$ cat src/rtl/control_pkg.sv
// Shared definitions for the 8-phase MCU control decoder: opcode and phase
// encodings, the strobe bundle type and the accumulator-operand predicate.
package control_pkg;

  // Opcode encodings held in the instruction register
  localparam logic [2:0] OP_HLT = 3'd0;
  localparam logic [2:0] OP_SKZ = 3'd1;
  localparam logic [2:0] OP_ADD = 3'd2;
  localparam logic [2:0] OP_AND = 3'd3;
  localparam logic [2:0] OP_XOR = 3'd4;
  localparam logic [2:0] OP_LDA = 3'd5;
  localparam logic [2:0] OP_STO = 3'd6;
  localparam logic [2:0] OP_JMP = 3'd7;

  // Instruction-cycle phases driven by the external phase counter
  localparam logic [2:0] PH_INST_ADDR  = 3'd0;
  localparam logic [2:0] PH_INST_FETCH = 3'd1;
  localparam logic [2:0] PH_INST_LOAD  = 3'd2;
  localparam logic [2:0] PH_IDLE       = 3'd3;
  localparam logic [2:0] PH_OP_ADDR    = 3'd4;
  localparam logic [2:0] PH_OP_FETCH   = 3'd5;
  localparam logic [2:0] PH_ALU_OP     = 3'd6;
  localparam logic [2:0] PH_STORE      = 3'd7;

  // Datapath strobes, MSB first
  typedef struct packed {
    logic ld_acc;
    logic ld_mdr;
    logic ld_ir;
    logic dout_en;
    logic ld_pc;
    logic inc;
    logic sel;
    logic rd;
    logic wr;
  } ctrl_t;

  localparam ctrl_t CTRL_NONE = ctrl_t'(9'd0);

  // Opcodes that fetch a memory operand into the accumulator path
  function automatic logic is_aluop(input logic [2:0] op_code);
    return (op_code == OP_ADD) || (op_code == OP_AND) ||
           (op_code == OP_XOR) || (op_code == OP_LDA);
  endfunction

endpackage

$ cat src/rtl/control_logic_if.sv
// Decoder bus: opcode/phase/zero inputs and the strobe/phase/halt outputs.
interface control_logic_if;
  logic [2:0] op;
  logic [2:0] pstate;
  logic       zero;
  logic       ld_acc;
  logic       ld_mdr;
  logic       ld_ir;
  logic       dout_en;
  logic       ld_pc;
  logic       inc;
  logic       sel;
  logic       rd;
  logic       wr;
  logic [2:0] nstate;
  logic       halted;

  modport master (
    output op, pstate, zero,
    input  ld_acc, ld_mdr, ld_ir, dout_en, ld_pc, inc, sel, rd, wr, nstate, halted
  );

  modport slave (
    input  op, pstate, zero,
    output ld_acc, ld_mdr, ld_ir, dout_en, ld_pc, inc, sel, rd, wr, nstate, halted
  );
endinterface

$ cat src/rtl/control_decode.sv
// Purely combinational phase/opcode decoder producing the datapath strobes.
module control_decode
  import control_pkg::*;
(
  input  logic [2:0] op,
  input  logic [2:0] pstate,
  input  logic       zero,
  output ctrl_t      ctrl
);

  logic aluop_s;

  // Strobe table: everything not named for a phase stays low
  always_comb begin
    aluop_s = is_aluop(op);
    ctrl    = CTRL_NONE;
    case (pstate)
      PH_INST_ADDR: begin
        ctrl.sel = 1'b1;
      end
      PH_INST_FETCH: begin
        ctrl.sel = 1'b1;
        ctrl.rd  = 1'b1;
      end
      PH_INST_LOAD, PH_IDLE: begin
        ctrl.sel   = 1'b1;
        ctrl.rd    = 1'b1;
        ctrl.ld_ir = 1'b1;
      end
      PH_OP_ADDR: begin
        ctrl.inc = 1'b1;
      end
      PH_OP_FETCH: begin
        ctrl.rd     = aluop_s;
        ctrl.ld_mdr = aluop_s;
      end
      PH_ALU_OP: begin
        ctrl.rd      = aluop_s;
        ctrl.ld_mdr  = aluop_s;
        ctrl.inc     = (op == OP_SKZ) && zero;
        ctrl.ld_pc   = (op == OP_JMP);
        ctrl.dout_en = (op == OP_STO);
      end
      PH_STORE: begin
        ctrl.rd      = aluop_s;
        ctrl.ld_acc  = aluop_s;
        ctrl.ld_pc   = (op == OP_JMP);
        ctrl.wr      = (op == OP_STO);
        ctrl.dout_en = (op == OP_STO);
      end
      default: begin
        ctrl = CTRL_NONE;
      end
    endcase
  end

endmodule

$ cat src/rtl/control_logic.sv
// Control decoder top: halt latch, halt gating, phase advance and, when
// CTRL_OUT_REG_EN is defined, a one-cycle output register stage.
module control_logic
  import control_pkg::*;
(
  input  logic           clk,
  input  logic           rst,
  control_logic_if.slave bus
);

  ctrl_t      dec_s;
  ctrl_t      gated_s;
  ctrl_t      out_s;
  logic [2:0] nstate_s;
  logic [2:0] nstate_out_s;
  logic       halted_r;

  control_decode u_decode (
    .op     (bus.op),
    .pstate (bus.pstate),
    .zero   (bus.zero),
    .ctrl   (dec_s)
  );

  // Halt latch: set by HLT in OP_ADDR, cleared only by reset
  always_ff @(posedge clk) begin
    if (rst) begin
      halted_r <= 1'b0;
    end else if ((bus.pstate == PH_OP_ADDR) && (bus.op == OP_HLT)) begin
      halted_r <= 1'b1;
    end else begin
      halted_r <= halted_r;
    end
  end

  // While halted, silence all strobes and freeze the phase
  always_comb begin
    if (halted_r) begin
      gated_s  = CTRL_NONE;
      nstate_s = bus.pstate;
    end else begin
      gated_s  = dec_s;
      nstate_s = bus.pstate + 3'd1;
    end
  end

`ifdef CTRL_OUT_REG_EN
  ctrl_t      ctrl_r;
  logic [2:0] nstate_r;

  // Output stage: one cycle of latency after the halt gating
  always_ff @(posedge clk) begin
    if (rst) begin
      ctrl_r   <= CTRL_NONE;
      nstate_r <= 3'd0;
    end else begin
      ctrl_r   <= gated_s;
      nstate_r <= nstate_s;
    end
  end

  assign out_s        = ctrl_r;
  assign nstate_out_s = nstate_r;
`else
  assign out_s        = gated_s;
  assign nstate_out_s = nstate_s;
`endif

  assign bus.ld_acc  = out_s.ld_acc;
  assign bus.ld_mdr  = out_s.ld_mdr;
  assign bus.ld_ir   = out_s.ld_ir;
  assign bus.dout_en = out_s.dout_en;
  assign bus.ld_pc   = out_s.ld_pc;
  assign bus.inc     = out_s.inc;
  assign bus.sel     = out_s.sel;
  assign bus.rd      = out_s.rd;
  assign bus.wr      = out_s.wr;
  assign bus.nstate  = nstate_out_s;
  assign bus.halted  = halted_r;

endmodule

$ cat src/flat_wrapper.sv
// flat-port wrapper written by rule: the top's interface ports become plain ports
module control_logic_flat import control_pkg::*;
  (clk, rst, bus_op, bus_pstate, bus_zero, bus_ld_acc, bus_ld_mdr, bus_ld_ir, bus_dout_en, bus_ld_pc, bus_inc, bus_sel, bus_rd, bus_wr, bus_nstate, bus_halted);
  control_logic_if bus_i ();
  input  logic clk;
  input  logic rst;
  input wire logic [$bits(bus_i.op)-1:0] bus_op;
  input wire logic [$bits(bus_i.pstate)-1:0] bus_pstate;
  input wire logic [$bits(bus_i.zero)-1:0] bus_zero;
  output wire logic [$bits(bus_i.ld_acc)-1:0] bus_ld_acc;
  output wire logic [$bits(bus_i.ld_mdr)-1:0] bus_ld_mdr;
  output wire logic [$bits(bus_i.ld_ir)-1:0] bus_ld_ir;
  output wire logic [$bits(bus_i.dout_en)-1:0] bus_dout_en;
  output wire logic [$bits(bus_i.ld_pc)-1:0] bus_ld_pc;
  output wire logic [$bits(bus_i.inc)-1:0] bus_inc;
  output wire logic [$bits(bus_i.sel)-1:0] bus_sel;
  output wire logic [$bits(bus_i.rd)-1:0] bus_rd;
  output wire logic [$bits(bus_i.wr)-1:0] bus_wr;
  output wire logic [$bits(bus_i.nstate)-1:0] bus_nstate;
  output wire logic [$bits(bus_i.halted)-1:0] bus_halted;
  assign bus_i.op = bus_op;
  assign bus_i.pstate = bus_pstate;
  assign bus_i.zero = bus_zero;
  assign bus_ld_acc = bus_i.ld_acc;
  assign bus_ld_mdr = bus_i.ld_mdr;
  assign bus_ld_ir = bus_i.ld_ir;
  assign bus_dout_en = bus_i.dout_en;
  assign bus_ld_pc = bus_i.ld_pc;
  assign bus_inc = bus_i.inc;
  assign bus_sel = bus_i.sel;
  assign bus_rd = bus_i.rd;
  assign bus_wr = bus_i.wr;
  assign bus_nstate = bus_i.nstate;
  assign bus_halted = bus_i.halted;
  control_logic u_core (.clk(clk), .rst(rst), .bus(bus_i));
endmodule
$ cat config.mk
export PLATFORM = sky130hd
export DESIGN_NAME = control_logic_flat
export DESIGN_NICKNAME = d
export VERILOG_FILES = /design/src/rtl/control_pkg.sv /design/src/rtl/control_logic_if.sv /design/src/rtl/control_decode.sv /design/src/rtl/control_logic.sv /design/src/flat_wrapper.sv
export SDC_FILE = /design/constraint.sdc
export NUM_CORES = 1
export LEC_CHECK = 0
export CORE_AREA = 8 8 45 47
export CTS_BUF_LIST = sky130_fd_sc_hd__clkbuf_8 sky130_fd_sc_hd__clkbuf_16
export CTS_CLUSTER_DIAMETER = 30
export DETAILED_ROUTE_END_ITERATION = 12
export DIE_AREA = 0 0 53 55
export MAX_ROUTING_LAYER = met4
export PLACE_DENSITY = 0.64
export SYNTH_ARGS = -nofsm -noshare
export SYNTH_HDL_FRONTEND = slang
export SYNTH_SLANG_ARGS = --single-unit
$ cat constraint.sdc
create_clock -name clk -period 3.6 [get_ports clk]
set_clock_uncertainty 0.2 [all_clocks]
set_input_delay 1.08 -clock clk [delete_from_list [all_inputs] [get_ports clk]]
set_output_delay 1.08 -clock clk [all_outputs]
set_load 0.02 [all_outputs]
==> qor.yml <==
clock_network:
  postCtsSetupBuffers: 0
  clk_transition_reported_paths_ns: 0
  clk_latency_ns: 0
  cts_hold_buf: 0
run:
  cap_violations: 0
power:
  irDropWorstVdd_uv: 68.3
  p_leak_nw: 0.294
  cellPowerDensity_nw_per_um2: 137
min_path:
  min_path_cells: 2
  hold_start: "u_core.bus.halted"
  hold_class: "reg2reg"
  min_to: "u_core.bus.halted"
worst_setup_path:
  crit-reg2reg-launch: "u_core.bus.halted"
  crit_type: "in2out"
  timing.critical_path.to_type: "output pin"
  start_kind: "primary input"
  worstPathMaxFanout: 3
  timing.rr.end: "u_core.bus.halted"
  crit_slowest_cell: "clkdlybuf4s50_1"
  crit_path_cell_trace: "clkdlybuf4s50_1 > nand2_1 > nor3_1 > dlygate4sd2_1"
  arrival_ns: 2.26
  required_ns: 2.32
  rrSetupSlack_ns: 2.57
  ff2ff_path_depth: 2
  cp_slowest_stage_delay_ns: 0.54
floorplan:
  io_pins: 22
  start_util_pct: 21.2
  fp.dieW_um: 53
  coreArea_um2: 1380
  dieArea_um2: 2920
  rows: 14
  die_h_um: 55
placed_design:
  dp_hpwl_um: 825
  portBuffers: 21
  placedCellCount: 90
  place_congestion: 0.678
  place_ws_ns: -0.722
global_route:
  overflow: 0
  antenna_found_initial: 0
  grt_pass1_wl_um: 1500
  grt_usage_pct: 6.35
  grt_pass1_vias: 373
  grt_max_degree: 14
yosys:
  yosysWarnings: 0
  synthTopCellsByArea: "ha_1, nor2_1, dfxtp_1, nor4_1, a41oi_1"
  syn_nets: 58
  ys_ff_latch: 1
  syn-instance-count: 42
  avgSynthCellArea_um2: 6.97
  synthTopCellsByCount: "ha_1, nor2_1, inv_1"
  synth_area_um2: 293
  async_flop_share_pct: 0
  synth_edf_count: 0
  ys_types: 16
  synth_top_area_share_pct: 29.9
  ys_seq_area_share_pct: 6.84
  synthFlopType: "dfxtp_1"
  yosys.area.top_type: "ha_1"
route:
  wl_per_cell_um: 11.3
  viasPerCell: 4.54
  drtAntennaViolNets: 0
  remaining_drc_errors: 0
  via_count: 409
  firstDrtPassIters: 2
  wirelength_um: 1010
  detailedRoute.firstIterationViolations: 5
cells_and_area:
  area_growth_pct: 101
  multi_input_area_um2: 277
  fillers: 153
  largest_reg_flops: 1
  regArea_um2: 20.0
  nets: 92
  finalNonFillerCells: 90
  antenna_cells: 0
  drive_above_1_share_pct: 41.9
sta:
  min_period_over_period_pct: 98.3
  setup_viol: 0
  hold_viol: 0
  max_freq_mhz: 283
  rsz0062_at_grt: "true"
  slew_viol_final: 0
  worst_slack_ns: 0.0609
  post-route-min-period_ns: 3.54
  slew_headroom_pct: 70.8
  tightest_slew_ns: 0.437
status:
  run_status: "finished clean"
-- power breakdown --
group          switching, mW  internal (mW)  leakage [nW]
registers           0.000505         0.0115       0.00807
clock network              0              0             0
logic                 0.0335         0.0353         0.286
total                 0.0340         0.0467         0.294
-- stage by stage --
stage               util [%]  TNS (ns)  power [mW]  instance area [um2]  hold WS, ns
floorplan                  -         0      0.0425                  293        0.605
global placement        43.9     -6.36      0.0830                  608        0.569
detailed placement      43.9     -6.52      0.0837                  608        0.572
CTS                     42.5         0      0.0792                  588        0.574
global route            42.5   -0.0109      0.0869                  588        0.629
finish                  42.5         0      0.0807                  588        0.559
-- metal layers --
metal  share of wire (%)  track usage (%)  vias to the layer above
li1                    -                -                      213
met1                  38             6.66                      186
met2                  56             12.7                       10
met3                 5.7             1.07                        0
met4                   0                0                        0
met5                   0                -                        -
-- worst max path at each step --
stage | from | endpoint | slack (ns) | cells after the start
floorplan | bus_pstate[0] | bus_dout_en | 0.15 | 4
global placement | bus_pstate[0] | bus_sel | -0.70 | 7
detailed placement | bus_pstate[0] | bus_sel | -0.72 | 7
CTS | bus_op[1] | bus_inc | 0.03 | 5
global route | bus_op[1] | bus_rd | -0.01 | 5
finish | bus_op[2] | bus_wr | 0.06 | 4
-- kinds of logic after synthesis --
group                      share of synthesized area [%]
adders and majority gates                           29.9
buffers and inverters                               6.83
DFF                                                 6.84
muxes                                               3.85
xor gates and xnor gates                            5.98
AOI/OAI and AO/OA                                   17.1
and+or+nand+nor                                     29.5
-- repair_timing --
action | CTS | global route
hold endpoints to repair | 0 | 0
pin swaps | 2 | 1
cloned | 0 | 0
endpoints found under the setup margin | 12 | 4
resized for setup | 48 | 8
-- critical path, delay by kind of cell --
kind / cells / cell delay [ns]
buf+inv: 2 / 0.90
simple gates: 2 / 0.28
-- final cells by class --
type / instances / share of cell area (%)
Inverter: 4 / 2.55
Tap cell: 16 / 3.40
Multi-Input combinational cell: 36 / 47.0
Timing Repair Buffer: 33 / 43.6
Sequential cell: 1 / 3.40
-- layout by cell type, fill, tap and decap left out --
cell type and instances:
nand2_1 2, ha_2 3, or3_4 1, buf_2 6, nor4_1 3, a21oi_1 2, clkbuf_2 1, nand2b_1 2
a41oi_1 2, a21oi_2 1, o21a_1 1, inv_2 2, nor3_1 3, dlygate4sd2_1 4, dfxtp_1 1, ha_1 4
o21ai_0 2, clkdlybuf4s50_1 7, clkdlybuf4s15_2 1, xnor2_2 1, mux2_2 1, inv_1 2, xnor2_1 1, nor2_1 7
buf_4 14
Power figures use the tool's default switching activity.
